--- config.mk ---
export PLATFORM = sky130hd
export DESIGN_NAME = cda_pipe_adder
export DESIGN_NICKNAME = d
export VERILOG_FILES = /design/src/rtl/cda_pipe_adder.sv
export SDC_FILE = /design/constraint.sdc
export NUM_CORES = 1
export LEC_CHECK = 0
export ABC_AREA = 1
export CAP_MARGIN = 5
export CORE_UTILIZATION = 50
export CTS_CLUSTER_SIZE = 40
export DETAILED_ROUTE_END_ITERATION = 10
export DONT_BUFFER_PORTS = 1
export PLACE_DENSITY = 0.73
export SYNTH_ARGS = -nofsm -noshare
export SYNTH_HDL_FRONTEND = slang
export SYNTH_SLANG_ARGS = --single-unit
--- constraint.sdc ---
create_clock -name clk_i -period 3.55 [get_ports clk_i]
set_input_delay 0.5325 -clock clk_i [delete_from_list [all_inputs] [get_ports clk_i]]
set_output_delay 0.5325 -clock clk_i [all_outputs]
set_load 0.02 [all_outputs]
--- src/rtl/cda_pipe_adder.sv ---
// rtl/cda_pipe_adder.sv - two-stage pipelined carry-disregard approximate adder
module cda_pipe_adder #(
    parameter int WIDTH = 16,
    parameter int BLOCK = 8,
    parameter int LOOK  = 4,
    parameter int CNT_W = 16
) (
    input  logic             clk_i,
    input  logic             rst_i,
    input  logic             in_valid_i,
    output logic             in_ready_o,
    input  logic [WIDTH-1:0] a_i,
    input  logic [WIDTH-1:0] b_i,
    input  logic             approx_i,
    output logic             out_valid_o,
    input  logic             out_ready_i,
    output logic [WIDTH:0]   sum_o,
    output logic             mismatch_o,
    input  logic             err_clr_i,
    output logic [CNT_W-1:0] err_cnt_o
);
    localparam int NSEG = WIDTH / BLOCK;

    logic             s1_full_q;
    logic [WIDTH-1:0] a_q;
    logic [WIDTH-1:0] b_q;
    logic             approx_q;
    logic             s2_full_q;
    logic [WIDTH:0]   sum_q;
    logic             mismatch_q;
    logic [CNT_W-1:0] err_cnt_q;
    logic [CNT_W-1:0] err_cnt_d;

    logic             s2_advance;
    logic             s1_load;

    assign s2_advance = !s2_full_q | out_ready_i;
    assign in_ready_o = !rst_i & (!s1_full_q | s2_advance);
    assign s1_load    = in_valid_i & in_ready_o;

    // Per-segment carry-in: ripple in exact mode, top-LOOK-bit lookahead otherwise.
    logic [NSEG-1:0]  cin_w;
    logic [NSEG-1:0]  cout_w;
    logic [WIDTH-1:0] seg_sum_w;

    for (genvar k = 0; k < NSEG; k++) begin : g_seg
        logic [BLOCK:0] seg_full;

        if (k == 0) begin : g_first
            assign cin_w[k] = 1'b0;
        end else begin : g_upper
            logic [LOOK:0] look_sum;
            assign look_sum = {1'b0, a_q[k*BLOCK-LOOK +: LOOK]}
                            + {1'b0, b_q[k*BLOCK-LOOK +: LOOK]};
            assign cin_w[k] = approx_q ? look_sum[LOOK] : cout_w[k-1];
        end

        assign seg_full = {1'b0, a_q[k*BLOCK +: BLOCK]}
                        + {1'b0, b_q[k*BLOCK +: BLOCK]}
                        + {{BLOCK{1'b0}}, cin_w[k]};
        assign cout_w[k] = seg_full[BLOCK];
        assign seg_sum_w[k*BLOCK +: BLOCK] = seg_full[BLOCK-1:0];
    end

    logic [WIDTH:0] approx_sum_w;
    logic [WIDTH:0] exact_sum_w;

    assign approx_sum_w = {cout_w[NSEG-1], seg_sum_w};
    assign exact_sum_w  = {1'b0, a_q} + {1'b0, b_q};

    always_comb begin
        err_cnt_d = err_cnt_q;
        if (err_clr_i) begin
            err_cnt_d = '0;
        end else if (s2_full_q && out_ready_i && mismatch_q && (err_cnt_q != {CNT_W{1'b1}})) begin
            err_cnt_d = err_cnt_q + 1'b1;
        end
    end

    // Operand registers carry no reset; they are qualified by s1_full_q.
    always_ff @(posedge clk_i) begin
        if (s1_load) begin
            a_q      <= a_i;
            b_q      <= b_i;
            approx_q <= approx_i;
        end
    end

    always_ff @(posedge clk_i) begin
        if (rst_i) begin
            s1_full_q  <= 1'b0;
            s2_full_q  <= 1'b0;
            sum_q      <= '0;
            mismatch_q <= 1'b0;
            err_cnt_q  <= '0;
        end else begin
            if (in_ready_o) begin
                s1_full_q <= in_valid_i;
            end
            if (s2_advance) begin
                s2_full_q <= s1_full_q;
                if (s1_full_q) begin
                    sum_q      <= approx_sum_w;
                    mismatch_q <= (approx_sum_w != exact_sum_w);
                end
            end
            err_cnt_q <= err_cnt_d;
        end
    end

    assign out_valid_o = s2_full_q;
    assign sum_o       = sum_q;
    assign mismatch_o  = mismatch_q;
    assign err_cnt_o   = err_cnt_q;
endmodule

* After elaboration in Yosys (flattened, before gate mapping)
Cells that the tools add are included.
W data, S select, Z words.
** Storage, ports and cells
- Bits in registers :: 69
- Latch bits :: 0
- Bits in writable memories :: 0
- Bits in read-only memories :: 0
- Input bits :: 38
- Output and inout port bits :: 36
- Memories :: 0
** Cells by class
- $add $sub $neg :: 6
- $mul :: 0
- Divide/modulo/power cells :: 0
- Magnitude comparators :: 0
- Eq/ne operators :: 2
- Shift operators :: 0
- Mux-type cells :: 1
- Bitwise gates (word level) :: 4
- Reductions and logical operators :: 8
** Operators by type and width (number)
- $add A8 B8 Y9 :: 2
- $add A16 B16 Y17 :: 1
- $ne A17 B17 Y1 :: 1
- $add A16 B1 Y16 const B :: 1
- $ne A16 B16 Y1 const B :: 1
- $add A9 B1 Y9 :: 1
- $add A4 B4 Y5 :: 1
- $logic_and A1 B1 Y1 :: 3
- $logic_not A1 Y1 :: 3
- $and A1 B1 Y1 :: 2
- $or A1 B1 Y1 :: 2
- $reduce_and A2 Y1 :: 1
- $reduce_or A2 Y1 :: 1
- $mux W1 :: 1

* Depth between registers and ports, before layout
- Word-level depth :: 5
- Gate-level depth with buffers :: 19
- Mapped depth without buffers :: 19

* Worst setup path before layout
OpenSTA, ideal clock, no wires.
- Kind :: input to register
- From :: input port rst_i
- To :: register a_q[0] (enable)
- Data arrival time :: 2529 ps
- Data required time :: 3127 ps
- Slack :: 598 ps
- Stages :: 5
- Buffers on the path :: 2
- Cells stage by stage :: clkbuf_1 inv_1 clkbuf_1 nand2_1 nor2_1
** Between the ends
- Longest elaborated chain between the ends :: 3
** RTL lines
- start: declaration :: RTL line 9 : input logic rst_i,
- $logic_not A1 Y1 :: RTL line 38 : assign in_ready_o = !rst_i & (!s1_full_q | s2_advance);
- $and A1 B1 Y1 :: RTL line 38
- $and A1 B1 Y1 :: RTL line 39 : assign s1_load = in_valid_i & in_ready_o;
- named net s1_load :: RTL line 35 : logic s1_load;
- end signal: assignment :: RTL line 83 : a_q <= a_i;
- end: declaration :: RTL line 25 : logic [WIDTH-1:0] a_q;
The timed path passes the listed nets, and every way through them passes these cells.
A chain may end at the register's enable or synchronous reset.

* Worst setup path after layout
- From :: register a_q[0]
- To :: register mismatch_q, in the netlist mismatch_o
** Between the ends
- Longest elaborated chain between the ends :: 4
- Elaborated cells between the ends (all ways) :: 5
- Those cells by class :: 3 x add/sub; 1 x eq/ne; 1 x mux
** RTL lines
- $add A8 B8 Y9 :: RTL line 59 : + {1'b0, b_q[k*BLOCK +: BLOCK]}
- $mux W1 :: RTL line 55 : assign cin_w[k] = approx_q ? look_sum[LOOK] : cout_w[k-1];
- $add A9 B1 Y9 :: RTL line 60 : + {{BLOCK{1'b0}}, cin_w[k]};
- $ne A17 B17 Y1 (*) :: RTL line 104 : mismatch_q <= (approx_sum_w != exact_sum_w);
- end signal: assignment :: RTL line 104
- end: declaration :: RTL line 30 : logic mismatch_q;
Every way passes the cells marked *; elsewhere a longest branch is shown, timed or not.

==> summary.txt <==
Run status
  • Status: completed

Logic synthesis
  • EDFF count, synth: 33
  • Sequential area share after synthesis: 0.465
  • Area contributors post-synth: edfxtp_1, dfxtp_1, nand2_1, inv_1, ha_1
  • Post-synth ARST share: 0
  • YS warnings: 0
  • Post-Synthesis Cells: roughly 450
  • Avg Cell Area, Syn: a little over 8 um2
  • Syn_nets: ~510
  • Post-synthesis cell type count: 39
  • Top_reg_cell synth: dfxtp_1
  • Top cell type by total area after synthesis: edfxtp_1
  • Cell area after synthesis: approximately 3700 um2
  • Post-synth top area share: 0.269
  • Flops & latches, synth: a little under 70

Final layout
  • Fill cells: roughly 650
  • Area of the multi-input gates: about 1700 um2
  • Ant diodes: 0
  • Nets: between 500 and 600
  • Area grow syn2layout: 8.60%
  • Fraction of layout cells with a size suffix above 1: 0.0758
  • Sequential cell area: 1710 um2
  • Core Util, Final: 0.576

Floorplanning
  • Site Rows: 30
  • Die area: about 7700 um2
  • Ports: 74
  • Core area: 6940 um2
  • Die width: 87.8 um
  • Die span in y: a little under 90 um
  • Initial Util: 0.530

Critical path
  • Crit Path Category: reg -> reg
  • Crit Reg-Reg Startpoint: a_q[0]$_DFFE_PP_
  • Largest stage delay on the critical path: between 400 and 500 ps
  • Crit path max fanout: 3
  • FF-to-FF setup slack: ~400 ps
  • CP max stage cell: fa_1
  • Reg-to-reg endpoint: mismatch_o$_SDFFE_PP0P_
  • Arrival @ worst endpoint: 3390 ps
  • CP Launch Type: flip-flop
  • Critical Path Most Common Cell: nand2_1
  • CP endpoint kind: flip-flop
  • Worst path cell trace: ha_1 > fa_1 > nand3_1 > nand3_1 > nand2_1 > nand2_1 > nand2_1 > fa_1 > fa_1 > xor2_1 > nand4_1 > nand2_1 > nand2_1 > nor2_1 > nand2_1 > nor2_1 > nor2_1
  • WP data required: between 3000 and 4000 ps
  • R2R depth: 17

Clocking
  • Clk sinks: 69
  • Clock tree buffer depth: 2
  • Total CTS buffers: 9
  • CTS tree: yes
  • CTS root buffer: clkbuf_8
  • H-tree depth: 3
  • Post-cts gate resize count: 0
  • CTS clock-pin slew for the worst setup and hold paths: 80 ps
  • Post-CTS Setup Inserts: 0
  • Worst-Skew Late Latency: 350 ps
  • Hold_buf cts: 0

GRT
  • Vias in the first global route: ~2.7k
  • Total gr overflow: 0
  • GRT Total Usage: 0.208
  • Initial antenna violation count: 0
  • Largest net degree at the start of global routing: 34
  • First-pass GRT wire length: around 12000 um

Placement
  • I/O Buffers: 0
  • Dpl hpwl: about 5700 um
  • Final GP Congestion: around 0.84

Detailed routing
  • Drt drc: 0
  • DRT iter0 DRCs: 121
  • Vias per cell: 5.13
  • 1st-pass router iterations: 4
  • Routed length per placed instance: ~13 um
  • Post-route ant nets: 0
  • WL final: roughly 7300 um
  • Via Count: between 2k and 3k

Flow run
  • Max Cap Viol: 0

Timing
  • Tcrit/Tclk final: 0.889
  • Setup TNS: 0 ps
  • Minimum clock period: 3160 ps
  • F_max: between 0.3 and 0.4 GHz
  • Headroom to the max-slew limit: 0.531
  • Setup Skew: 11.5 ps
  • Fin. max-slew vios: 0
  • # setup viols final: 0
  • Measured slew at the worst slew-check pin: ~700 ps
  • RSZ-0062 raised after global routing: false
  • Final hold vios: 0

Min path
  • Worst hold path startpoint: rst_i
  • Worst hold endpoint: s1_full_q$_SDFFE_PP0P_
  • Worst Hold Path Cells: 1
  • Hold Crit Class: in -> reg

Pwr
  • Maximum vdd drop: 0.273 mV
  • Pleak: 1.77 nW
  • Pwr/cell area: approximately 450 nW/um2
==> state kept, by name, indices dropped and copies added (netlist names) <==
register and count:
b_q 16, sum_o 17, s1_full_q 1, approx_q 1, out_valid_o 1, mismatch_o 1
err_cnt_o 16, a_q 16
==> logic make-up (layout without fill, tap and decap cells) <==
family	Yosys count	count (layout)	synth area share
and+or+nand+nor	210	210	0.254
xor gates and xnor gates	17	17	0.0404
adders and majority gates	20	20	0.0741
DFF	69	69	0.465
buffers and inverters	70	81	0.0744
AOI/OAI and AO/OA	65	65	0.0924
==> routing by layer <==
metal,GRT usage,vias to the layer above,share of wire
met5,0,-,0
met4,0.0671,0,0.012
met3,0.0688,10,0.070
met2,0.332,90,0.45
met1,0.266,1275,0.47
li1,-,1485,-
==> synthesized netlist by cell type (4+ instances only) <==
cell and count:
nand2_1 108, inv_1 60, nor2_1 47, dfxtp_1 36, a21oi_1 35, edfxtp_1 33, nand3_1 23, o21ai_0 23
ha_1 17, nand4_1 10, xor2_1 10, xnor2_1 7, clkbuf_1 4
==> worst max-delay path: cells and delay by family, from the launching register on <==
| kind | cells | cell delay, ps |
|---|---|---|
| xor+xnor | 1 | 210 |
| simple gates | 12 | 1050 |
| flops | 1 | 370 |
| fa+ha+maj | 4 | 1380 |
==> worst max-delay path by stage <==
| stage | from | to | slack [ps] | depth (start not counted) |
|---|---|---|---|---|
| final | a_q[0]$_DFFE_PP_ | mismatch_o$_SDFFE_PP0P_ | 390 | 17 |
| after global routing | a_q[0]$_DFFE_PP_ | mismatch_o$_SDFFE_PP0P_ | 70 | 19 |
| after CTS | a_q[0]$_DFFE_PP_ | mismatch_o$_SDFFE_PP0P_ | 410 | 17 |
| after detailed placement | a_q[0]$_DFFE_PP_ | mismatch_o$_SDFFE_PP0P_ | 440 | 17 |
| after global placement | a_q[0]$_DFFE_PP_ | mismatch_o$_SDFFE_PP0P_ | 640 | 17 |
| after floorplan | rst_i | a_q[0]$_DFFE_PP_ | 600 | 5 |
==> where the power goes <==
part           total (mW)  leakage (nW)  internal, mW  switching (mW)
combinational       0.207          1.05        0.0740           0.133
clock               0.681         0.115         0.385           0.296
sequential          0.909         0.603         0.870          0.0392
total                1.80          1.77          1.33           0.468
==> stage by stage <==
| stage | setup slack (ps) | hold slack (ps) | area, um2 | instances | power [mW] |
|---|---|---|---|---|---|
| after detailed placement | 444 | 508 | 3780 | 542 | 1.13 |
| after global placement | 639 | 499 | 3780 | 542 | 1.13 |
| after CTS | 414 | 238 | 4000 | 558 | 1.81 |
| after floorplan | 598 | 492 | 3680 | 451 | 1.09 |
| final | 394 | 251 | 4000 | 558 | 1.80 |
| after global routing | 70.7 | 233 | 4000 | 558 | 1.88 |
==> area by class of cell <==
class	count	area share
well taps	96	0.0300
multi-input cells	312	0.425
clock buffers	11	0.0407
clock inverters	5	0.0138
repair buffers	1	0.00188
flip-flops and latches	69	0.428
inverters	64	0.0607
==> cell usage in the layout (no fill, tap or decap), types with 2 or more instances in the layout <==
cell type	n
inv_4	2
inv_1	60
nand2_1	108
clkinv_2	2
dfxtp_1	36
nand4_1	10
xor2_1	10
xnor2_1	7
o21ai_0	23
inv_2	2
fa_1	3
nand2_2	3
nor3_1	3
clkbuf_8	10
nor2_1	46
ha_1	17
nand3_1	23
edfxtp_1	33
nand2_4	2
nor2_2	4
or2_0	3
a21oi_1	35
(Power assumes the default switching activity.)
